===== src/rtl/div_pkg.sv =====
// Shared encodings for the RV32M divider: operation codes, FSM states and op decoding helpers.
package div_pkg;

    typedef enum logic [1:0] {
        OP_DIV  = 2'b00,
        OP_DIVU = 2'b01,
        OP_REM  = 2'b10,
        OP_REMU = 2'b11
    } op_e;

    typedef enum logic [1:0] {
        S_IDLE = 2'b00,
        S_CALC = 2'b01,
        S_FIX  = 2'b10,
        S_DONE = 2'b11
    } state_e;

    // Bit 0 clear selects the signed variants, bit 1 set selects the remainder result.
    function automatic logic op_is_signed(input logic [1:0] op);
        return ~op[0];
    endfunction

    function automatic logic op_is_rem(input logic [1:0] op);
        return op[1];
    endfunction

endpackage


===== src/rtl/div_step.sv =====
// One radix-2 restoring division iteration: shift {rem, quo} left, trial-subtract the divisor.
module div_step #(
    parameter int XLEN = 32
) (
    input  logic [XLEN-1:0] rem_i,
    input  logic [XLEN-1:0] quo_i,
    input  logic [XLEN-1:0] divisor_i,
    output logic [XLEN-1:0] rem_o,
    output logic [XLEN-1:0] quo_o
);

    logic [XLEN:0] rem_sh;
    logic [XLEN:0] trial;
    logic          q_bit;

    assign rem_sh = {rem_i, quo_i[XLEN-1]};

    // Subtraction as rem_sh + ~divisor + 1 with one guard bit; its MSB is the borrow.
    n_b_add #(
        .N(XLEN + 1)
    ) u_sub (
        .a_i  (rem_sh),
        .b_i  (~{1'b0, divisor_i}),
        .cin_i(1'b1),
        .sum_o(trial)
    );

    assign q_bit = ~trial[XLEN];
    // When the trial succeeds the difference is below the divisor; otherwise rem_sh is, so both fit XLEN bits.
    assign rem_o = q_bit ? trial[XLEN-1:0] : rem_sh[XLEN-1:0];
    assign quo_o = {quo_i[XLEN-2:0], q_bit};

endmodule


===== src/rtl/n_b_add.sv =====
// Generic N-bit adder with carry-in; the sum wraps modulo 2^N.
module n_b_add #(
    parameter int N = 33
) (
    input  logic [N-1:0] a_i,
    input  logic [N-1:0] b_i,
    input  logic         cin_i,
    output logic [N-1:0] sum_o
);

    assign sum_o = a_i + b_i + {{(N-1){1'b0}}, cin_i};

endmodule


===== src/rtl/div_unit.sv =====
// Multi-cycle RV32M divider (DIV/DIVU/REM/REMU): magnitude restoring division, then sign fix.
module div_unit
    import div_pkg::*;
#(
    parameter int XLEN = 32
) (
    input  logic            clk,
    input  logic            rst,
    input  logic            start,
    input  logic [1:0]      op,
    input  logic [XLEN-1:0] a,
    input  logic [XLEN-1:0] b,
    output logic            busy,
    output logic            done,
    output logic [XLEN-1:0] result
);

    localparam int CNT_W = $clog2(XLEN);
    localparam logic [XLEN-1:0] INT_MIN = {1'b1, {(XLEN-1){1'b0}}};

    function automatic logic [XLEN-1:0] negate(input logic [XLEN-1:0] v);
        return ~v + {{(XLEN-1){1'b0}}, 1'b1};
    endfunction

    state_e            state_q, state_d;
    logic [1:0]        op_q, op_d;
    logic              neg_quo_q, neg_quo_d;
    logic              neg_rem_q, neg_rem_d;
    logic              div0_q, div0_d;
    logic              ovf_q, ovf_d;
    logic [XLEN-1:0]   a_q, a_d;
    logic [XLEN-1:0]   divisor_q, divisor_d;
    logic [XLEN-1:0]   rem_q, rem_d;
    logic [XLEN-1:0]   quo_q, quo_d;
    logic [CNT_W-1:0]  cnt_q, cnt_d;
    logic [XLEN-1:0]   result_q, result_d;

    logic [XLEN-1:0]   step_rem, step_quo;
    logic [XLEN-1:0]   quo_fix, rem_fix;
    logic              sgn;

    div_step #(
        .XLEN(XLEN)
    ) u_step (
        .rem_i    (rem_q),
        .quo_i    (quo_q),
        .divisor_i(divisor_q),
        .rem_o    (step_rem),
        .quo_o    (step_quo)
    );

    always_ff @(posedge clk) begin
        if (rst) begin
            state_q <= S_IDLE;
        end else begin
            state_q <= state_d;
        end
    end

    always_comb begin
        state_d = state_q;
        case (state_q)
            S_IDLE: if (start) state_d = S_CALC;
            S_CALC: if (cnt_q == '0) state_d = S_FIX;
            S_FIX:  state_d = S_DONE;
            S_DONE: state_d = S_IDLE;
            default: state_d = S_IDLE;
        endcase
    end

    always_comb begin
        busy = (state_q != S_IDLE);
        done = (state_q == S_DONE);
    end

    assign sgn = op_is_signed(op);

    always_comb begin
        quo_fix = neg_quo_q ? negate(quo_q) : quo_q;
        rem_fix = neg_rem_q ? negate(rem_q) : rem_q;
        // Special cases override whatever the iterations produced.
        if (div0_q) begin
            quo_fix = '1;
            rem_fix = a_q;
        end else if (ovf_q) begin
            quo_fix = INT_MIN;
            rem_fix = '0;
        end
    end

    always_comb begin
        op_d      = op_q;
        neg_quo_d = neg_quo_q;
        neg_rem_d = neg_rem_q;
        div0_d    = div0_q;
        ovf_d     = ovf_q;
        a_d       = a_q;
        divisor_d = divisor_q;
        rem_d     = rem_q;
        quo_d     = quo_q;
        cnt_d     = cnt_q;
        result_d  = result_q;
        case (state_q)
            S_IDLE: begin
                if (start) begin
                    op_d      = op;
                    neg_quo_d = sgn & (a[XLEN-1] ^ b[XLEN-1]);
                    neg_rem_d = sgn & a[XLEN-1];
                    div0_d    = (b == '0);
                    ovf_d     = sgn & (a == INT_MIN) & (b == '1);
                    a_d       = a;
                    quo_d     = (sgn && a[XLEN-1]) ? negate(a) : a;
                    divisor_d = (sgn && b[XLEN-1]) ? negate(b) : b;
                    rem_d     = '0;
                    cnt_d     = CNT_W'(XLEN - 1);
                end
            end
            S_CALC: begin
                rem_d = step_rem;
                quo_d = step_quo;
                cnt_d = cnt_q - 1'b1;
            end
            S_FIX: begin
                result_d = op_is_rem(op_q) ? rem_fix : quo_fix;
            end
            default: ;
        endcase
    end

    always_ff @(posedge clk) begin
        if (rst) begin
            op_q      <= '0;
            neg_quo_q <= 1'b0;
            neg_rem_q <= 1'b0;
            div0_q    <= 1'b0;
            ovf_q     <= 1'b0;
            a_q       <= '0;
            divisor_q <= '0;
            rem_q     <= '0;
            quo_q     <= '0;
            cnt_q     <= '0;
            result_q  <= '0;
        end else begin
            op_q      <= op_d;
            neg_quo_q <= neg_quo_d;
            neg_rem_q <= neg_rem_d;
            div0_q    <= div0_d;
            ovf_q     <= ovf_d;
            a_q       <= a_d;
            divisor_q <= divisor_d;
            rem_q     <= rem_d;
            quo_q     <= quo_d;
            cnt_q     <= cnt_d;
            result_q  <= result_d;
        end
    end

    assign result = result_q;

endmodule


===== config.mk =====
export PLATFORM = sky130hd
export DESIGN_NAME = div_unit
export DESIGN_NICKNAME = d
export VERILOG_FILES = /design/src/rtl/div_pkg.sv /design/src/rtl/div_step.sv /design/src/rtl/n_b_add.sv /design/src/rtl/div_unit.sv
export SDC_FILE = /design/constraint.sdc
export NUM_CORES = 1
export LEC_CHECK = 0
export CAP_MARGIN = 20
export CORE_UTILIZATION = 30
export CTS_CLUSTER_DIAMETER = 40
export DETAILED_ROUTE_END_ITERATION = 10
export GPL_TIMING_DRIVEN = 0
export PLACE_DENSITY = 0.54
export SETUP_SLACK_MARGIN = 0.05
export SYNTH_ARGS = -nofsm -noshare
export SYNTH_HDL_FRONTEND = slang
export SYNTH_SLANG_ARGS = --single-unit

===== constraint.sdc =====
create_clock -name clk -period 3.35 [get_ports clk]
set_input_delay 0.335 -clock clk [delete_from_list [all_inputs] [get_ports clk]]
set_output_delay 0.335 -clock clk [all_outputs]
set_load 0.02 [all_outputs]

* After elaboration in Yosys (flattened, before gate mapping) *
Index checks and enable logic that the tools add are counted.

word-level totals
  register bits = 173
  bits of input ports = 69
  output and inout bits = 34
  logic and storage cells = 67

cells by class
  add/subtract/negate cells = 7
  equal/unequal tests = 7
  muxes and demuxes = 19
  bitwise operators = 12
  reductions and logical operators = 10

operators with widths
  kind                   count
  $mux 32                12
  $add 32x1->32 const B  4
  $not 32->32            4
  $pmux 32 s2            2
  $eq 32x32->1 const B   2
  $add 33x1->33 const B  1
  $add 33x33->33         1
  $not 32->33            1
  $logic_not 32->1       1
  $pmux 5 s2             1
  $pmux 2 s4             1
  $reduce_and 2->1       3
  $logic_not 5->1        1
  $mux 5                 1
  $sub 5x1->5 const B    1
  $and 1x1->1            4
  $eq 2x2->1 const B     2
  $mux 2                 2
  $ne 2x2->1 const B     2
  $reduce_bool 2->1      2
  $eq 2x1->1 const B     1
  $logic_and 1x1->1      2
  $logic_not 2->1        1
  $not 1->1              2
  $xor 1x1->1            1

* Depth between registers and ports, before layout *
  word-level depth = 6
  gate-level depth with buffers = 14
  gate-level depth less buffers = 12

* Modules after synthesis *
Synthesis repeated with hierarchy kept, for this count alone.

unflattened totals
  cell total of the unflattened synthesis = 1653
  area, all modules = 12669.7 um^2

by module, submodules not included
  module    instances  cells an instance  area an instance (um^2)  seq. area each (um^2)
  div_unit  1          1287               9874.5                   3443.3
  n_b_add   1          264                1886.8                   0.0
  div_step  1          102                908.4                    0.0

* Worst setup path before layout *
No wires, ideal clock.

  kind = reg-to-reg
  start = register rem_q[4]
  end = register rem_q[22]
  library setup time = 0.129 ns
  arrival time = 2.910 ns
  required time = 3.221 ns
  slack = 0.311 ns
  cell stages (with the launch flop) = 13
  path buffers = 2
  clock period less this slack = 3.039 ns
  path through = dfxtp_1 -> ha_1 -> a21o_1 -> a211o_1 -> o2111a_1 -> a21oi_1 -> o21ai_0 -> a21bo_2 -> a211oi_1 -> buf_2 -> buf_4 -> mux2i_1 -> o21ai_0

on the way
  longest elaborated chain between the ends = 4

RTL lines
  item                    RTL line         text
  from (decl)             div_unit.sv:33   logic [XLEN-1:0] rem_q, rem_d;
  from (signal assigned)  div_unit.sv:151  rem_q <= rem_d;
  $add 33x33->33          n_b_add.sv:11    assign sum_o = a_i + b_i + {{(N-1){1'b0}}, cin_i};
  $add 33x1->33           n_b_add.sv:11
  $mux 32                 div_step.sv:30   assign rem_o = q_bit ? trial[XLEN-1:0] : rem_sh[XLEN-1:0];
  $pmux 32 s2             div_unit.sv:103  case (state_q)

No other way between the ends.
A chain may end at the register's enable or synchronous reset.

* Worst setup path after layout *
  start = input b[8]
  end = register divisor_q[31]

on the way
  longest elaborated chain between the ends = 3

RTL lines
  item                  RTL line         text
  from (decl)           div_unit.sv:12   input logic [XLEN-1:0] b,
  $not 32->32           div_unit.sv:22   return ~v + {{(XLEN-1){1'b0}}, 1'b1};
  $add 32x1->32         div_unit.sv:22
  $mux 32               div_unit.sv:113  divisor_d = (sgn && b[XLEN-1]) ? negate(b) : b;
  to (signal assigned)  div_unit.sv:150  divisor_q <= divisor_d;
  to (decl)             div_unit.sv:32   logic [XLEN-1:0] divisor_q, divisor_d;

No other way between the ends.

==> reports/results.tsv <==
metric	value	unit
WL/cell	19.5	um
FF+latch count, synth	172	
slowest CP cell	or4_1	
total wire length	42200	um
CTS tree	yes	
clk_lat worst skew	0.44	ns
Synth Cell Area	0.0114	mm^2
endpoints failing hold	0	
Clock Path Buffers	2	
clock root cell	clkbuf_16	
synthesized area per cell	7.53	um^2
Fmax	315	MHz
via count	11700	
Worst Max-Slew Pin Slew	1.06	ns
Tmin final	3.17	ns
RSZ-0062 raised after global routing	false	
HP Class	flop to flop	
# H-tree levels	4	
Cell Pwr Density	683	mW/mm^2
Hold Path Depth	2	
Seq/Total Area, Yosys	30.1	%
initial core utilization	30.4	%
Final WS setup	0.177	ns
CP max FO	5	
Synth Net Count	1630	
Synth Flop Type	dfxtp_1	
Worst Path Class, Setup	input port to flop	
status	completed	
FP Rows	71	
Tcrit/Tclk final	94.7	%
Pre-Repair DR Iteration Count	8	
Worst path max stage delay	0.61	ns
largest net degree at the start of global routing	19	
first-pass GRT wire length	65000	um
post-route cell area	0.0138	mm^2
Finish-stage setup viols	0	
crit path cell chain	clkdlybuf4s50_1 -> or4_1 -> or4_1 -> or3_1 -> nor3b_2 -> nor2b_2 -> a21oi_1 -> nor2_1 -> a21oi_1 -> nor2_1	
I/O Buffers	101	
clock sinks	172	
number of DRC markers in iteration 0	1019	
Routed Antenna Nets	0	
Ant. Diodes	0	
Post-synth ARST share	0	%
die area	0.0389	mm^2
cells after synthesis	1517	
Distinct cells, synth	68	
worst hold start	a_q[24]	
DIE HEIGHT	197	um
Final HPWL DP	33600	um
Final #Nets	1753	
synth top area cells	dfxtp_1 (30%), nand2_1 (6.8%), xnor2_1 (6.6%), a21oi_1 (6.2%), nor2_1 (5.1%)	
Critical Path RT	3.71	ns
CP Launch Type	input port	
total track usage	21.8	%
placed inst area	0.0131	mm^2
vias in the first global route	10900	
Static Leakage	4.91	nW
CTS buffer count	17	
RR Startpoint	rem_q[4]	
largest area contributor in the netlist	dfxtp_1	
vias per std cell	5.41	
I/O pin cnt	103	
post-synth top area share	30.1	%
P&R area growth vs syn	20.8	%
reg2reg path depth	12	
layout cells sized above 1	4.60	%
FF-to-FF End	rem_q[0]	
Reg2Reg Setup Slack	0.19	ns
clk slew on worst S/H paths	0.07	ns
yosys warns	0	
core area	0.0376	mm^2
WP data arrival	3.53	ns
Slew Viols, Final	0	
worst vdd ir	0.000407	V
Slew HR	28.5	%
Die Wd	197	um
DRC viols	0	
Hold EP	a_q[24]	
total grt overflow	0	
fin util	36.7	%
pre-CTS WS	-0.568	ns
initial antenna violation count	0	
Clock Skews	0.0135	ns
Worst Setup End Kind	flop	
Post-synth EDFFs	0	
Max-cap violations	0	
Final GP Congestion	0.946	
==> cells by family (layout without fill, tap and decap cells) <==
family | after synthesis | after routing | share of synthesized area [%]
adders and majority gates | 44 | 44 | 4.88
xor gates and xnor gates | 146 | 146 | 11.2
and+or+nand+nor | 502 | 502 | 19.5
AOI/OAI and AO/OA | 462 | 462 | 26.0
DFF | 172 | 172 | 30.1
muxes | 33 | 33 | 2.89
buffers and inverters | 158 | 294 | 5.38
==> layout by cell type, fill, tap and decap left out, types with 5 or more instances in the layout <==
cell	instances
a211oi_1	40
a21o_1	18
a21oi_1	138
a222oi_1	8
a311oi_1	11
a31oi_1	9
and2_1	5
buf_1	6
buf_4	6
clkbuf_1	84
clkbuf_16	17
clkdlybuf4s50_1	101
dfxtp_1	169
ha_1	41
inv_1	59
inv_8	6
mux2i_1	33
nand2_1	207
nand2b_1	19
nand3_1	8
nand4_1	17
nor2_1	154
nor2b_1	8
nor3_1	26
nor4_1	11
o211ai_1	19
o21ai_0	109
o221ai_1	14
o31ai_1	23
o41ai_1	17
or3_1	10
or4_1	13
xnor2_1	86
xor2_1	60
==> routing by layer <==
metal | global-route usage [%] | routed length, um | vias to the layer above
li1 | - | - | 5644
met3 | 3.31 | 2490 | 43
met1 | 31.2 | 20400 | 5643
met4 | 5.02 | 580 | 0
met2 | 34.3 | 18700 | 368
met5 | 0 | 0 | -
==> area by class of cell <==
cell class | count | area (um^2)
fillers | 3980 | 23800
multi-input cells | 1187 | 7450
flip-flops and latches | 172 | 3450
repair buffers | 106 | 1050
well taps | 511 | 639
clock buffers | 17 | 425
plain buffers | 96 | 417
inverters | 60 | 225
clock inverters | 15 | 148
==> Yosys cell counts, types with 3 or more instances <==
master and count:
and2_1 5, xnor2_1 86, a311oi_1 11, a22o_1 3, nand3b_1 3, nand2b_1 20, dfxtp_1 172, inv_1 60
ha_1 43, a211o_1 4, o21ai_1 3, xor2_1 60, or3_1 10, a221oi_1 4, o31a_1 3, nor3_1 28
buf_1 6, or2_2 3, a31oi_1 9, o221ai_1 14, nor2b_1 9, or4_1 13, o211ai_1 19, o21bai_1 4
a211oi_1 40, a21oi_1 141, nor2_1 156, nand4_1 17, nand2_1 208, a21o_1 18, a2111oi_0 3, a222oi_1 8
o21ai_0 111, clkbuf_1 86, o31ai_1 23, nand3_1 8, nor4_1 13, a2bb2oi_1 4, mux2i_1 33, o22ai_1 4
o41ai_1 17, buf_4 3
==> critical path, delay by kind of cell <==
kind,cells,cell delay (ns)
simple gates,7,2.54
buf+inv,1,0.49
compound gates,2,0.17
==> flip-flops by register name, summed over array words and instances, names as in the netlist <==
register and cells:
a_q 32, divisor_q 32, quo_q 32, rem_q 32, result 32, cnt_q 5
state_q 2, div0_q 1, neg_quo_q 1, neg_rem_q 1, op_q 1, ovf_q 1
==> power breakdown <==
group	internal, mW	leakage (nW)	switching [mW]
clock network	0.996	0.279	0.995
registers	2.52	1.41	0.435
logic	1.68	3.22	2.80
total	5.19	4.91	4.23
==> through the flow <==
| stage | hold WS [ns] | std cells | total power, mW | setup TNS [ns] |
|---|---|---|---|---|
| 4_1_cts | 0.453 | 2162 | 9.34 | 0 |
| 6_report | 0.454 | 2164 | 9.42 | 0 |
| 3_5_place_dp | 0.443 | 2129 | 7.32 | -21.03 |
| 5_1_grt | 0.477 | 2164 | 10.0 | 0 |
| 3_3_place_gp | 0.442 | 2129 | 7.29 | -20.96 |
| 2_1_floorplan | 0.431 | 1517 | 5.80 | 0 |
==> worst max-delay path by stage <==
| stage | start | endpoint | slack [ns] | cells after the start |
|---|---|---|---|---|
| finish | b[8] | divisor_q[31] | 0.18 | 10 |
| global route | b[8] | divisor_q[31] | 0.05 | 10 |
| CTS | quo_q[31] | rem_q[21] | 0.05 | 14 |
| detailed placement | quo_q[31] | rem_q[21] | -0.57 | 14 |
| global placement | quo_q[31] | rem_q[21] | -0.58 | 14 |
| floorplan | rem_q[4] | rem_q[22] | 0.31 | 12 |
==> what timing repair did <==
action,CTS,global route
setup endpoints to repair,35,51
resized for setup,11,23
hold buffers,0,0
pin swaps,0,3
buffers inserted,1,4
(Power assumes the default switching activity.)
==> edit, RTL diff (config.mk and constraints unchanged) <==
Put a register stage on the output `done`. The value now appears one clock later. The other outputs are not delayed to match.
--- a/src/rtl/div_unit.sv
+++ b/src/rtl/div_unit.sv
@@ -18,4 +18,6 @@
     localparam int CNT_W = $clog2(XLEN);
     localparam logic [XLEN-1:0] INT_MIN = {1'b1, {(XLEN-1){1'b0}}};
+
+    logic done_d;
 
     function automatic logic [XLEN-1:0] negate(input logic [XLEN-1:0] v);
@@ -71,5 +73,5 @@
     always_comb begin
         busy = (state_q != S_IDLE);
-        done = (state_q == S_DONE);
+        done_d = (state_q == S_DONE);
     end
 
@@ -158,4 +160,8 @@
     assign result = result_q;
 
+    always_ff @(posedge clk) begin
+        done <= done_d;
+    end
+
 endmodule
 
Check against the original RTL: no difference found for any inputs over 10 cycles, from zero or initial values and one cycle with rst high; that may be too few to reach the edited logic, so the function may still have changed.
==> edit against the unedited design <==
Critical path depth shrank 1. Clock skew grew 0.0028 ns. Area after synthesis grew 3.6%. Non-clock buffer count grew 12. Routed wire length grew 12%. Worst setup slack lost 0.065 ns. Power grew 1.3%. Cell area grew 2.5%. Count of clock-buffer cells in the layout is the same. Sequential cell count grew 1. Largest cell class unchanged. Highest routed layer unchanged.
==> edit: results (changes against the unedited design) <==
The utilization of the core after routing was 36.4% (-0.28 points). The worst-case vdd ir drop is 0.000357 V (-12%). The number of nets in the synthesized netlist is 1720 (+5.5%). The sequential area share after synthesis is 29.3% (-0.88 points). The average via count per standard cell was 5.58 (+3.2%). The net switching share of the total power came out at 45.9% (+1.0 points).

The worst-case headroom to the max-slew limit is 44.2% (+16 points). The met3 routed wirelength is 3.00 mm (+20%). The leakage power summed over all cells is 5.01 nW (+2.1%). The instance area after placement came out at 0.0135 mm2 (+3.1%).

The global router's overall resource usage came to 23.4% (+1.6 points). The total of fill cells in the finished design is 4164 (+4.6%). The detailed-routing wirelength on met1 was 21.1 mm (+3.7%). The half-perimeter wire length after placement is 37.7 mm (+12%). The slowest stage of the critical path is the nor4_2 cell. The fraction of final layout cells sized beyond drive strength 1 came out at 4.15% (-0.45 points). The number of global-route vias before repair came out at 12100 (+12%).

The first-pass GRT wire length came out at 72.6 mm (+12%). The worst hold path class is primary input to register. The commonest cells after synthesis are nand2_1 (231), dfxtp_1 (173), a21oi_1 (144). The run finished with clean final reports. The largest clock skew in the final design is 0.0163 ns (+0.00283 ns).

The length of routed met2 wiring was 21.2 mm (+13%). The first-pass iteration count of the detailed router was 6 (-2). The data arrival time of the worst path came out at 3.55 ns (+0.02 ns). The maximum single-stage delay on the critical path came out at 0.70 ns (+0.09 ns). The weighted congestion at the end of routability-driven global placement is 0.929 (-1.8%). The number of DRC markers after the initial detailed-route iteration was 1017 (-0.20%). The top fanout value on the critical path came out at 6 (+1). The final layout net count came out at 1836 (+4.7%). Yosys attributes the largest share of cell area to dfxtp_1 (29%), nand2_1 (7.3%), a21oi_1 (6.1%), xnor2_1 (5.7%), xor2_1 (4.7%). The later-pin clock latency in the skew report is 0.46 ns (+0.02 ns). The final routed wirelength across all metal layers came out at 47.4 mm (+12%).

The count of port buffers added during placement is 99 (-2.0%).
-- edit: cell count changes after synthesis, sizes merged, moves of 10 or more --
cell / unedited run / this run
o21ai: 114 / 92
o31ai: 24 / 36
mux2i: 33 / 4
nor2: 156 / 143
o211ai: 19 / 38
nand2: 208 / 231
nand3: 8 / 22
or3: 11 / 21
nand4: 17 / 42
clkbuf: 87 / 112
-- edit: cell type report --
type                    count  share of cell area [%]
clock buffers              17                    3.01
clock inverters            15                    1.04
multi-input cells        1256                    55.1
inverters                  61                    1.62
well taps                 518                    4.58
repair buffers            100                    7.06
plain buffers             114                    3.09
flip-flops and latches    173                    24.5
-- edit: path summary, 6_finish.rpt --
check / startpoint / end / slack, ns / cells after the start
setup / recovery: a[10] / quo_q[28]$_SDFFE_PP0P_ / 0.11 / 9
hold / removal: b[17] / divisor_q[17]$_SDFFE_PP0P_ / 0.41 / 4
setup reg to reg: quo_q[31]$_SDFFE_PP0P_ / quo_q[0]$_SDFFE_PP0P_ / 0.20 / 12
hold reg to reg: divisor_q[29]$_SDFFE_PP0P_ / divisor_q[29]$_SDFFE_PP0P_ / 0.46 / 2
-- edit: kinds of logic (layout without fill, tap and decap cells) --
| group | Yosys count | count (layout) | synth area share [%] |
|---|---|---|---|
| buffers and inverters | 178 | 307 | 5.65 |
| DFF | 173 | 173 | 29.3 |
| xor gates and xnor gates | 141 | 141 | 10.4 |
| adders and majority gates | 44 | 44 | 4.71 |
| AOI/OAI and AO/OA | 480 | 480 | 26.4 |
| and+or+nand+nor | 586 | 586 | 23.1 |
| muxes | 5 | 5 | 0.433 |
-- edit: routing by layer --
metal  global-route usage (%)  up-vias
met2                     37.3      447
met4                     10.6        0
met3                     4.33       92
met1                     30.7     5982
met5                        0        -
li1                         -     6052
-- edit: power groups by stage --
stage	Clock (mW)	Combinational, mW	Sequential [mW]
final	2.02	4.58	2.94
after global routing	2.12	5.02	3.00
after CTS	2.04	4.53	2.93
after detailed placement	0	4.50	2.98
after global placement	0	4.47	2.97
after floorplan	0	2.83	2.99
-- edit: tightest hold or removal path: cells and delay by family --
family,cells,cell delay (ns)
buffers and inverters,1,0.19
xor gates and xnor gates,1,0.18
and+or+nand+nor,1,0.07
AOI/OAI and AO/OA,1,0.06
-- edit: through the flow --
stage | setup slack, ns | power, mW | std cells | hold WS [ns]
floorplan | 0.360 | 5.82 | 1607 | 0.431
global placement | -0.557 | 7.44 | 2224 | 0.444
detailed placement | -0.617 | 7.48 | 2224 | 0.446
CTS | 0.0491 | 9.50 | 2256 | 0.380
global route | 0.0221 | 10.1 | 2254 | 0.445
finish | 0.113 | 9.54 | 2254 | 0.415
-- edit: repair_timing --
action | in CTS | in global routing
endpoints found under the setup margin | 36 | 44
buffers inserted | 1 | 0
resized for setup | 12 | 22
gates cloned | 0 | 0
pin swaps | 1 | 2
